## src/rtl/wb_trace_buffer_if.sv

```systemverilog
// Write-back tap and drain port bundle for wb_trace_buffer.
// rd_stamp_o exists only when TRACE_STAMP_EN is defined.
interface wb_trace_buffer_if #(
    parameter int unsigned PC_W    = 32,
    parameter int unsigned DATA_W  = 32,
    parameter int unsigned RADDR_W = 4,
    parameter int unsigned STAMP_W = 16
);
    logic               cap_en_i;
    logic               wb_en_i;
    logic [RADDR_W-1:0] wb_addr_i;
    logic [DATA_W-1:0]  wb_data_i;
    logic [PC_W-1:0]    pc_i;

    logic               rd_valid_o;
    logic               rd_ready_i;
    logic [PC_W-1:0]    rd_pc_o;
    logic [RADDR_W-1:0] rd_addr_o;
    logic [DATA_W-1:0]  rd_data_o;
`ifdef TRACE_STAMP_EN
    logic [STAMP_W-1:0] rd_stamp_o;
`endif

    modport master (
        output cap_en_i, wb_en_i, wb_addr_i, wb_data_i, pc_i, rd_ready_i,
`ifdef TRACE_STAMP_EN
        input  rd_stamp_o,
`endif
        input  rd_valid_o, rd_pc_o, rd_addr_o, rd_data_o
    );

    modport slave (
        input  cap_en_i, wb_en_i, wb_addr_i, wb_data_i, pc_i, rd_ready_i,
`ifdef TRACE_STAMP_EN
        output rd_stamp_o,
`endif
        output rd_valid_o, rd_pc_o, rd_addr_o, rd_data_o
    );
endinterface

```

## src/rtl/wb_trace_buffer.sv

```systemverilog
// Write-back trace capture: circular buffer, PC trigger with post-count, oldest-first drain.
// Optional per-entry cycle stamp enabled by macro TRACE_STAMP_EN.
module wb_trace_buffer #(
    parameter int unsigned PC_W       = 32,
    parameter int unsigned DATA_W     = 32,
    parameter int unsigned RADDR_W    = 4,
    parameter int unsigned DEPTH_LOG2 = 4,
    parameter int unsigned STAMP_W    = 16
) (
    input  logic                  clk,
    input  logic                  rst,
    wb_trace_buffer_if.slave      bus,
    input  logic                  trig_arm_i,
    input  logic [PC_W-1:0]       trig_pc_i,
    input  logic [DEPTH_LOG2:0]   post_cnt_i,
    output logic [DEPTH_LOG2:0]   count_o,
    output logic                  overflow_o,
    output logic [1:0]            state_o
);
    localparam int unsigned DEPTH = 1 << DEPTH_LOG2;
    localparam logic [DEPTH_LOG2:0] FULL = DEPTH[DEPTH_LOG2:0];

    typedef enum logic [1:0] {
        IDLE  = 2'd0,
        ARMED = 2'd1,
        POST  = 2'd2,
        DONE  = 2'd3
    } state_t;

    state_t                state;
    logic [DEPTH_LOG2-1:0] wr_ptr;
    logic [DEPTH_LOG2:0]   count;
    logic [DEPTH_LOG2:0]   remaining;
    logic                  overflow;

    logic [PC_W-1:0]       mem_pc   [DEPTH];
    logic [RADDR_W-1:0]    mem_addr [DEPTH];
    logic [DATA_W-1:0]     mem_data [DEPTH];

    logic                  capturing;
    logic                  wr_evt;
    logic                  trig_hit;
    logic                  rd_valid;
    logic                  rd_fire;
    logic [DEPTH_LOG2-1:0] rd_idx;

    assign capturing = (state == ARMED) || (state == POST);
    assign wr_evt    = !trig_arm_i && capturing && bus.cap_en_i && bus.wb_en_i;
    assign trig_hit  = bus.cap_en_i && (bus.pc_i == trig_pc_i);
    assign rd_valid  = (state == DONE) && (count != '0);
    assign rd_fire   = rd_valid && bus.rd_ready_i;
    // count==DEPTH truncates to 0, so the oldest entry is wr_ptr itself
    assign rd_idx    = wr_ptr - count[DEPTH_LOG2-1:0];

    always_ff @(posedge clk or posedge rst) begin
        if (rst) begin
            state     <= IDLE;
            wr_ptr    <= '0;
            count     <= '0;
            remaining <= '0;
            overflow  <= 1'b0;
        end else if (trig_arm_i) begin
            state     <= ARMED;
            wr_ptr    <= '0;
            count     <= '0;
            remaining <= '0;
            overflow  <= 1'b0;
        end else begin
            if (wr_evt) begin
                wr_ptr <= wr_ptr + 1'b1;
                if (count == FULL) overflow <= 1'b1;
                else               count    <= count + 1'b1;
            end
            case (state)
                IDLE: ;
                ARMED: begin
                    if (trig_hit) begin
                        if (post_cnt_i == '0) begin
                            state <= DONE;
                        end else begin
                            remaining <= post_cnt_i;
                            state     <= POST;
                        end
                    end
                end
                POST: begin
                    if (wr_evt) begin
                        remaining <= remaining - 1'b1;
                        if (remaining == 1) state <= DONE;
                    end
                end
                DONE: begin
                    if (rd_fire)          count <= count - 1'b1;
                    else if (count == '0) state <= IDLE;
                end
                default: state <= IDLE;
            endcase
        end
    end

    always_ff @(posedge clk) begin
        if (wr_evt) begin
            mem_pc[wr_ptr]   <= bus.pc_i;
            mem_addr[wr_ptr] <= bus.wb_addr_i;
            mem_data[wr_ptr] <= bus.wb_data_i;
        end
    end

    assign bus.rd_valid_o = rd_valid;
    assign bus.rd_pc_o    = rd_valid ? mem_pc[rd_idx]   : '0;
    assign bus.rd_addr_o  = rd_valid ? mem_addr[rd_idx] : '0;
    assign bus.rd_data_o  = rd_valid ? mem_data[rd_idx] : '0;

`ifdef TRACE_STAMP_EN
    logic [STAMP_W-1:0] stamp;
    logic [STAMP_W-1:0] mem_stamp [DEPTH];

    always_ff @(posedge clk or posedge rst) begin
        if (rst) stamp <= '0;
        else     stamp <= stamp + 1'b1;
    end

    always_ff @(posedge clk) begin
        if (wr_evt) mem_stamp[wr_ptr] <= stamp;
    end

    assign bus.rd_stamp_o = rd_valid ? mem_stamp[rd_idx] : '0;
`endif

    assign count_o    = count;
    assign overflow_o = overflow;
    assign state_o    = state;
endmodule

```

## src/flat_wrapper.sv

```systemverilog
// flat-port wrapper written by rule: the top's interface ports become plain ports
module wb_trace_buffer_flat 
#(
    parameter int unsigned PC_W       = 32,
    parameter int unsigned DATA_W     = 32,
    parameter int unsigned RADDR_W    = 4,
    parameter int unsigned DEPTH_LOG2 = 4,
    parameter int unsigned STAMP_W    = 16
)
  (clk, rst, trig_arm_i, trig_pc_i, post_cnt_i, count_o, overflow_o, state_o, bus_cap_en_i, bus_wb_en_i, bus_wb_addr_i, bus_wb_data_i, bus_pc_i, bus_rd_ready_i, bus_rd_valid_o, bus_rd_pc_o, bus_rd_addr_o, bus_rd_data_o);
  wb_trace_buffer_if #(.PC_W(PC_W), .DATA_W(DATA_W), .RADDR_W(RADDR_W), .STAMP_W(STAMP_W)) bus_i ();
  input  logic clk;
  input  logic rst;
  input  logic trig_arm_i;
  input  logic [PC_W-1:0] trig_pc_i;
  input  logic [DEPTH_LOG2:0] post_cnt_i;
  output logic [DEPTH_LOG2:0] count_o;
  output logic overflow_o;
  output logic [1:0] state_o;
  input wire logic [$bits(bus_i.cap_en_i)-1:0] bus_cap_en_i;
  input wire logic [$bits(bus_i.wb_en_i)-1:0] bus_wb_en_i;
  input wire logic [$bits(bus_i.wb_addr_i)-1:0] bus_wb_addr_i;
  input wire logic [$bits(bus_i.wb_data_i)-1:0] bus_wb_data_i;
  input wire logic [$bits(bus_i.pc_i)-1:0] bus_pc_i;
  input wire logic [$bits(bus_i.rd_ready_i)-1:0] bus_rd_ready_i;
  output wire logic [$bits(bus_i.rd_valid_o)-1:0] bus_rd_valid_o;
  output wire logic [$bits(bus_i.rd_pc_o)-1:0] bus_rd_pc_o;
  output wire logic [$bits(bus_i.rd_addr_o)-1:0] bus_rd_addr_o;
  output wire logic [$bits(bus_i.rd_data_o)-1:0] bus_rd_data_o;
  assign bus_i.cap_en_i = bus_cap_en_i;
  assign bus_i.wb_en_i = bus_wb_en_i;
  assign bus_i.wb_addr_i = bus_wb_addr_i;
  assign bus_i.wb_data_i = bus_wb_data_i;
  assign bus_i.pc_i = bus_pc_i;
  assign bus_i.rd_ready_i = bus_rd_ready_i;
  assign bus_rd_valid_o = bus_i.rd_valid_o;
  assign bus_rd_pc_o = bus_i.rd_pc_o;
  assign bus_rd_addr_o = bus_i.rd_addr_o;
  assign bus_rd_data_o = bus_i.rd_data_o;
  wb_trace_buffer #(.PC_W(PC_W), .DATA_W(DATA_W), .RADDR_W(RADDR_W), .DEPTH_LOG2(DEPTH_LOG2), .STAMP_W(STAMP_W)) u_core (.clk(clk), .rst(rst), .bus(bus_i), .trig_arm_i(trig_arm_i), .trig_pc_i(trig_pc_i), .post_cnt_i(post_cnt_i), .count_o(count_o), .overflow_o(overflow_o), .state_o(state_o));
endmodule
```

## config.mk

```make
export PLATFORM = sky130hd
export DESIGN_NAME = wb_trace_buffer_flat
export DESIGN_NICKNAME = d
export VERILOG_FILES = /design/src/rtl/wb_trace_buffer_if.sv /design/src/rtl/wb_trace_buffer.sv /design/src/flat_wrapper.sv
export SDC_FILE = /design/constraint.sdc
export NUM_CORES = 1
export LEC_CHECK = 0
export CORE_UTILIZATION = 59
export CTS_CLUSTER_DIAMETER = 80
export DETAILED_ROUTE_END_ITERATION = 16
export PLACE_DENSITY = 0.78
export SYNTH_ARGS = -nofsm -noshare
export SYNTH_HDL_FRONTEND = slang
export SYNTH_SLANG_ARGS = --single-unit
export TNS_END_PERCENT = 5
```

## constraint.sdc

```tcl
create_clock -name clk -period 11.3 [get_ports clk]
set_clock_uncertainty 0.1 [all_clocks]
set_input_delay 3.39 -clock clk [delete_from_list [all_inputs] [get_ports clk]]
set_output_delay 3.39 -clock clk [all_outputs]
set_load 0.05 [all_outputs]
```

; ---- Yosys cells after proc, flatten, opt, wreduce, memory -nomap -nowiden
; Memory sizes are Yosys's and may differ from the RTL's.
; Index checks and enable logic that the tools add are counted.
[word_totals]
output_inout_bits = 77
ramBits = 1088
word_cells = 71
register_bits = 17
n_memories = 3
input_bits = 111
[classes]
add_sub_neg = 5
muxes = 28
n_reduce_logical = 18
eq_ne = 12
[memory_table]
columns = memory, words, word_bits, rd, rd_ports_with_merged_regs, write_ports, line
row1 = u_core.mem_data, 16, 32, 1, 0, 1, wb_trace_buffer.sv:38  ; logic [DATA_W-1:0] mem_data [DEPTH];
row2 = u_core.mem_pc, 16, 32, 1, 0, 1, wb_trace_buffer.sv:36  ; logic [PC_W-1:0] mem_pc [DEPTH];
row3 = u_core.mem_addr, 16, 4, 1, 0, 1, wb_trace_buffer.sv:37  ; logic [RADDR_W-1:0] mem_addr [DEPTH];
[ops]
columns = op, count
row1 = $mux W32, 2
row2 = $mux W5, 9
row3 = $eq A32 B32 Y1, 1
row4 = $mux W2, 6
row5 = $mux W4, 3
row6 = $ne A3 B3 Y1 const B, 4
row7 = $logic_not A5 Y1, 2
row8 = $pmux W5 S2, 1
row9 = $sub A5 B1 Y5 const B, 2
row10 = $logic_and A1 B1 Y1, 6
row11 = $mux W1, 6
row12 = $ne A3 B2 Y1 const B, 2
row13 = $pmux W2 S3, 1
row14 = $reduce_and A6 Y1, 1
row15 = $add A5 B1 Y5 const B, 1
row16 = $eq A5 B1 Y1 const B, 1
row17 = $eq A5 B5 Y1 const B, 1
row18 = $reduce_bool A5 Y1, 1
row19 = $add A4 B1 Y4 const B, 1
row20 = $eq A2 B2 Y1 const B, 2
row21 = $reduce_and A4 Y1, 1
row22 = $reduce_bool A2 Y1, 2
row23 = $reduce_bool A4 Y1, 1
row24 = $sub A4 B4 Y4, 1
row25 = 5 further kinds, 5

; ---- Longest topological paths before layout
[depth]
word_depth = 9
ltp_mapped = 11
ltp_nobuf = 8

; ---- Least setup slack after synthesis
; Ideal clock, no wire load.
[synth_timing]
kind = input to register
start = input trig_arm_i
end = memory u_core.mem_addr[0][0] (enable)
setup_slack_ps = 114
setup_time_ps = 662
arrival_time_ps = 10424
cell_stages = 4
required_time_ps = 10538
n_path_buf = 2
path_cell_list = clkbuf_1 > nand4bb_1 > clkbuf_1 > nor4_1
[synth_via]
elab_chain_cells = 6
[synth_rtl]
columns = item, line
row1 = "start, declared", flat_wrapper.sv:14  ; input logic trig_arm_i;
row2 = $logic_not A1 Y1, wb_trace_buffer.sv:48  ; assign wr_evt = !trig_arm_i && capturing && bus.cap_en_i && bus.wb_en_i;
row3 = $logic_and A1 B1 Y1 (3 in a row), wb_trace_buffer.sv:48
row4 = $mux W1, wb_trace_buffer.sv:102  ; if (wr_evt) begin
row5 = $mux W1 (implied by the code), wb_trace_buffer.sv:104  ; mem_addr[wr_ptr] <= bus.wb_addr_i;
row6 = "end, declared", wb_trace_buffer.sv:37
; No other way between the ends.

; ---- Worst setup path after layout
[layout_timing]
start = register u_core.wr_ptr[0]
end = output bus_rd_data_o[12]
[layout_via]
elab_chain_cells = 3
[layout_rtl]
columns = item, line
row1 = "start, declared", wb_trace_buffer.sv:31  ; logic [DEPTH_LOG2-1:0] wr_ptr;
row2 = "start signal, assigned", wb_trace_buffer.sv:70  ; wr_ptr <= wr_ptr + 1'b1;
row3 = $sub A4 B4 Y4, wb_trace_buffer.sv:53  ; assign rd_idx = wr_ptr - count[DEPTH_LOG2-1:0];
row4 = $mem_v2 Z16 W32, -
row5 = $mux W32, wb_trace_buffer.sv:112  ; assign bus.rd_data_o = rd_valid ? mem_data[rd_idx] : '0;
row6 = "end, declared", flat_wrapper.sv:29  ; output wire logic [$bits(bus_i.rd_data_o)-1:0] bus_rd_data_o;
; No other way between the ends.

==> flow_summary_export.csv <==
group,metric,value,unit
route,dr_total_vias,22538,
layout,ff_latch_area,33100,um^2
power_and_ir_drop,ir_drop,0.196,mV
yosys,synthSimpleGateAreaFrac,0.0585,
global_route,grt_start_max_net_pins,137,
clock_tree,cts.root.buffer_cell,"clkbuf_16",
route,drt_first_pass_iters,5,
setup_path,required,7.81,ns
clock_tree,clk_pin_slew,0.07,ns
global_route,grt_pass1_vias,23132,
timing,tns,0,ns
timing,period_share,0.788,
place,gp_congestion,0.745,
global_route,grt_pass1_wl,151,mm
setup_path,r2r-start,"u_core.state_o[0]$_DFFE_PP0P_",
yosys,synth_nets,2303,
yosys,syn_inst,2176,
floorplan,dieArea,74400,um^2
setup_path,critPathKind,"flop to output port",
route,wire_per_inst,30.1,um
timing,worst_slew_pin_slew,1.14,ns
floorplan,initial_utilization,0.601,
global_route,gr-usage-met3,0.0513,
route,ant_nets,0,
run,drv_cap,0,
route,drt_iter0_markers,2896,
setup_path,worst_path_largest_cell_delay,1.48,ns
layout,synthToLayoutAreaGrowth,15.5,%
setup_path,startpoint,"u_core.wr_ptr[0]$_DFFE_PP0P_",
place,port_buffers,187,
clock_tree,hold_buffers,0,
yosys,synth_seq_area_share,0.765,
yosys,muxShareOfSynthArea,0.142,
layout,multi_input_area,9730,um^2
min_path,hp-class,"flop to flop",
global_route,grt.total_usage,0.283,
clock_tree,ctsLongestPathBuffers,3,
layout,final_common_cell,"edfxtp_1",
layout,nFillCells,4192,
floorplan,die_x,273,um
setup_path,crit_top_cell,"inv_1",
yosys,synth_compound_area_frac,0.00665,
global_route,top_usage_layer,"met2",
power_and_ir_drop,p_per_area,220,nW/um^2
route,routed_wl,103,mm
global_route,grt_use_met1,0.390,
timing,fmax,112,MHz
setup_path,path_cells,"inv_1 > ha_4 > inv_1 > fa_4 > buf_4 > mux4_2 > nand2_1 > nand3_1 > and3_1 > clkdlybuf4s50_1",
clock_tree,clock_latency,0.66,ns
yosys,synth_top_family_by_area,"multiplexers",
layout,nNetsFinal,2519,
timing,hold_viol_final,0,
clock_tree,cts_resized,0,
layout,final_cell_mix,"edfxtp_1 (1088), nand2_1 (285), mux4_2 (272)",
yosys,postSynthAreaPerCell,19.9,um^2
clock_tree,cts_buffers,107,
clock_tree,clock-sinks,1105,
yosys,synthFlopType,"edfxtp_1",
yosys,ys_ff_latch,1105,
power_and_ir_drop,leakage,0.0163,uW
setup_path,cp_max_fo,66,
timing,slew_headroom,0.241,
route,drc,0,
yosys,ys_async_sr_fraction,0.0154,
global_route,antenna_found_initial,6,
place,dp_hpwl,49.4,mm
floorplan,core,72000,um^2
yosys,synth_fa_ha_area_frac,0.00480,
yosys,synth_xor_area_frac,0.00888,
timing,rsz0062_at_grt,"false",
outcome,status,"finished clean",
global_route,grt-ovfl-total,0,
setup_path,r2r_slack,6.93,ns
setup_path,endpoint_kind,"output port",
route,post_drt_via_cell_ratio,6.56,
setup_path,crit_arrival,5.41,ns
timing,slew_violations,0,
yosys,synth.area.top_cells,"edfxtp_1 (76%), mux4_2 (14%), nand2_1 (2.5%), nand3_1 (1.6%), and3_1 (1.0%)",
yosys,synth_edf_count,1088,
setup_path,crit_slowest_cell,"fa_4",
floorplan,num_io_pins,188,
yosys,yosysWarnings,0,
setup_path,start_kind,"flop",
yosys,synth_top_cell_area_share,0.756,
timing,whs,0.445,ns
yosys,syn_area,43200,um^2
clock_tree,postCtsSetupBuffers,0,
min_path,min_from,"u_core.overflow_o$_DFFE_PP0P_",
floorplan,dieHeight,273,um
clock_tree,htreeDepth,3,
yosys,synth_cell_types,46,
timing,setup_violations,0,
layout,drive_above_1_share,0.204,
clock_tree,cts_tree,"done",
timing,period_minus_slack,8.90,ns
floorplan,rows,98,
yosys,yosysTopAreaCell,"edfxtp_1",
global_route,grt.met2_usage,0.462,
-- kinds of logic after synthesis --
group | Yosys count
flops | 1105
simple gates | 555
mux | 275
buf+inv | 140
xor+xnor | 43
compound gates | 42
fa+ha+maj | 16
-- final timing paths --
path / endpoint / cells after the start
max: bus_rd_data_o[12] / 10
min: u_core.overflow_o$_DFFE_PP0P_ / 2
max reg2reg: u_core.mem_data[15][7]$_DFFE_PP_ / 7
min reg2reg: u_core.overflow_o$_DFFE_PP0P_ / 2
max in group asynchronous: u_core.remaining[3]$_DFFE_PP0P_ / 2
min in group asynchronous: u_core.remaining[1]$_DFFE_PP0P_ / 2
-- worst max-delay path: cells and delay by family (launching register included) --
kind | cells | cell delay, ns
buffers and inverters | 4 | 1.66
adder cells (fa/ha/maj) | 2 | 1.63
AND/OR/NAND/NOR | 3 | 0.51
flip-flops | 1 | 0.42
multiplexers | 1 | 0.42
-- cell usage after synthesis, types with 2 or more instances --
| cell | count |
|---|---|
| a31oi_1 | 4 |
| nor4_1 | 5 |
| ha_1 | 15 |
| nand2_1 | 285 |
| nor2_1 | 24 |
| o32ai_1 | 2 |
| buf_1 | 5 |
| or3_1 | 2 |
| clkbuf_1 | 71 |
| nand3_1 | 142 |
| and3_1 | 72 |
| mux4_2 | 272 |
| a21o_1 | 2 |
| nand4_1 | 9 |
| inv_1 | 20 |
| o21ai_0 | 4 |
| o31ai_1 | 4 |
| nor2b_1 | 3 |
| dfrtp_1 | 17 |
| xor2_1 | 4 |
| mux2i_1 | 3 |
| xnor2_1 | 38 |
| o21a_1 | 3 |
| nor3_1 | 7 |
| edfxtp_1 | 1088 |
| a21oi_1 | 9 |
| buf_2 | 44 |
| a211oi_1 | 4 |
-- registers in the layout, summed over array words and instances (netlist names) --
name and flops:
u_core.mem_pc 512, u_core.overflow_o 1, u_core.state_o 2, u_core.mem_addr 64, u_core.wr_ptr 4, u_core.mem_data 512, u_core.remaining 5, u_core.count_o 5
-- power breakdown --
group	total, uW	internal (uW)	switching, uW
registers	4580	4550	25.3
clock network	3670	2140	1540
logic	2760	1190	1570
-- routing by layer --
metal | up-vias | part of all wire
li1 | 9222 | -
met1 | 11745 | 0.37
met2 | 1345 | 0.50
met3 | 218 | 0.094
met4 | 8 | 0.029
met5 | - | 0.00056
-- area by class of cell --
type,instances,share of cell area
antenna,2,0.000100
clock buffer,121,0.0555
clock inverter,78,0.0169
inverter,20,0.00150
multi-input combinational,931,0.195
sequential,1105,0.663
tap,950,0.0238
timing repair buffer,227,0.0447
-- stage by stage --
| stage | cells | setup WS (ns) | utilization | power (uW) | area [um^2] |
|---|---|---|---|---|---|
| floorplan | 2176 | 0.114 | - | 6680 | 43200 |
| global placement | 3233 | 3.21 | 0.644 | 7360 | 46300 |
| detailed placement | 3233 | 3.10 | 0.644 | 7420 | 46300 |
| CTS | 3432 | 2.33 | 0.694 | 11100 | 49900 |
| global route | 3433 | 2.19 | 0.694 | 11400 | 49900 |
| finish | 3434 | 2.40 | 0.694 | 11000 | 49900 |
No activity file was read; power rests on OpenSTA's default activity.
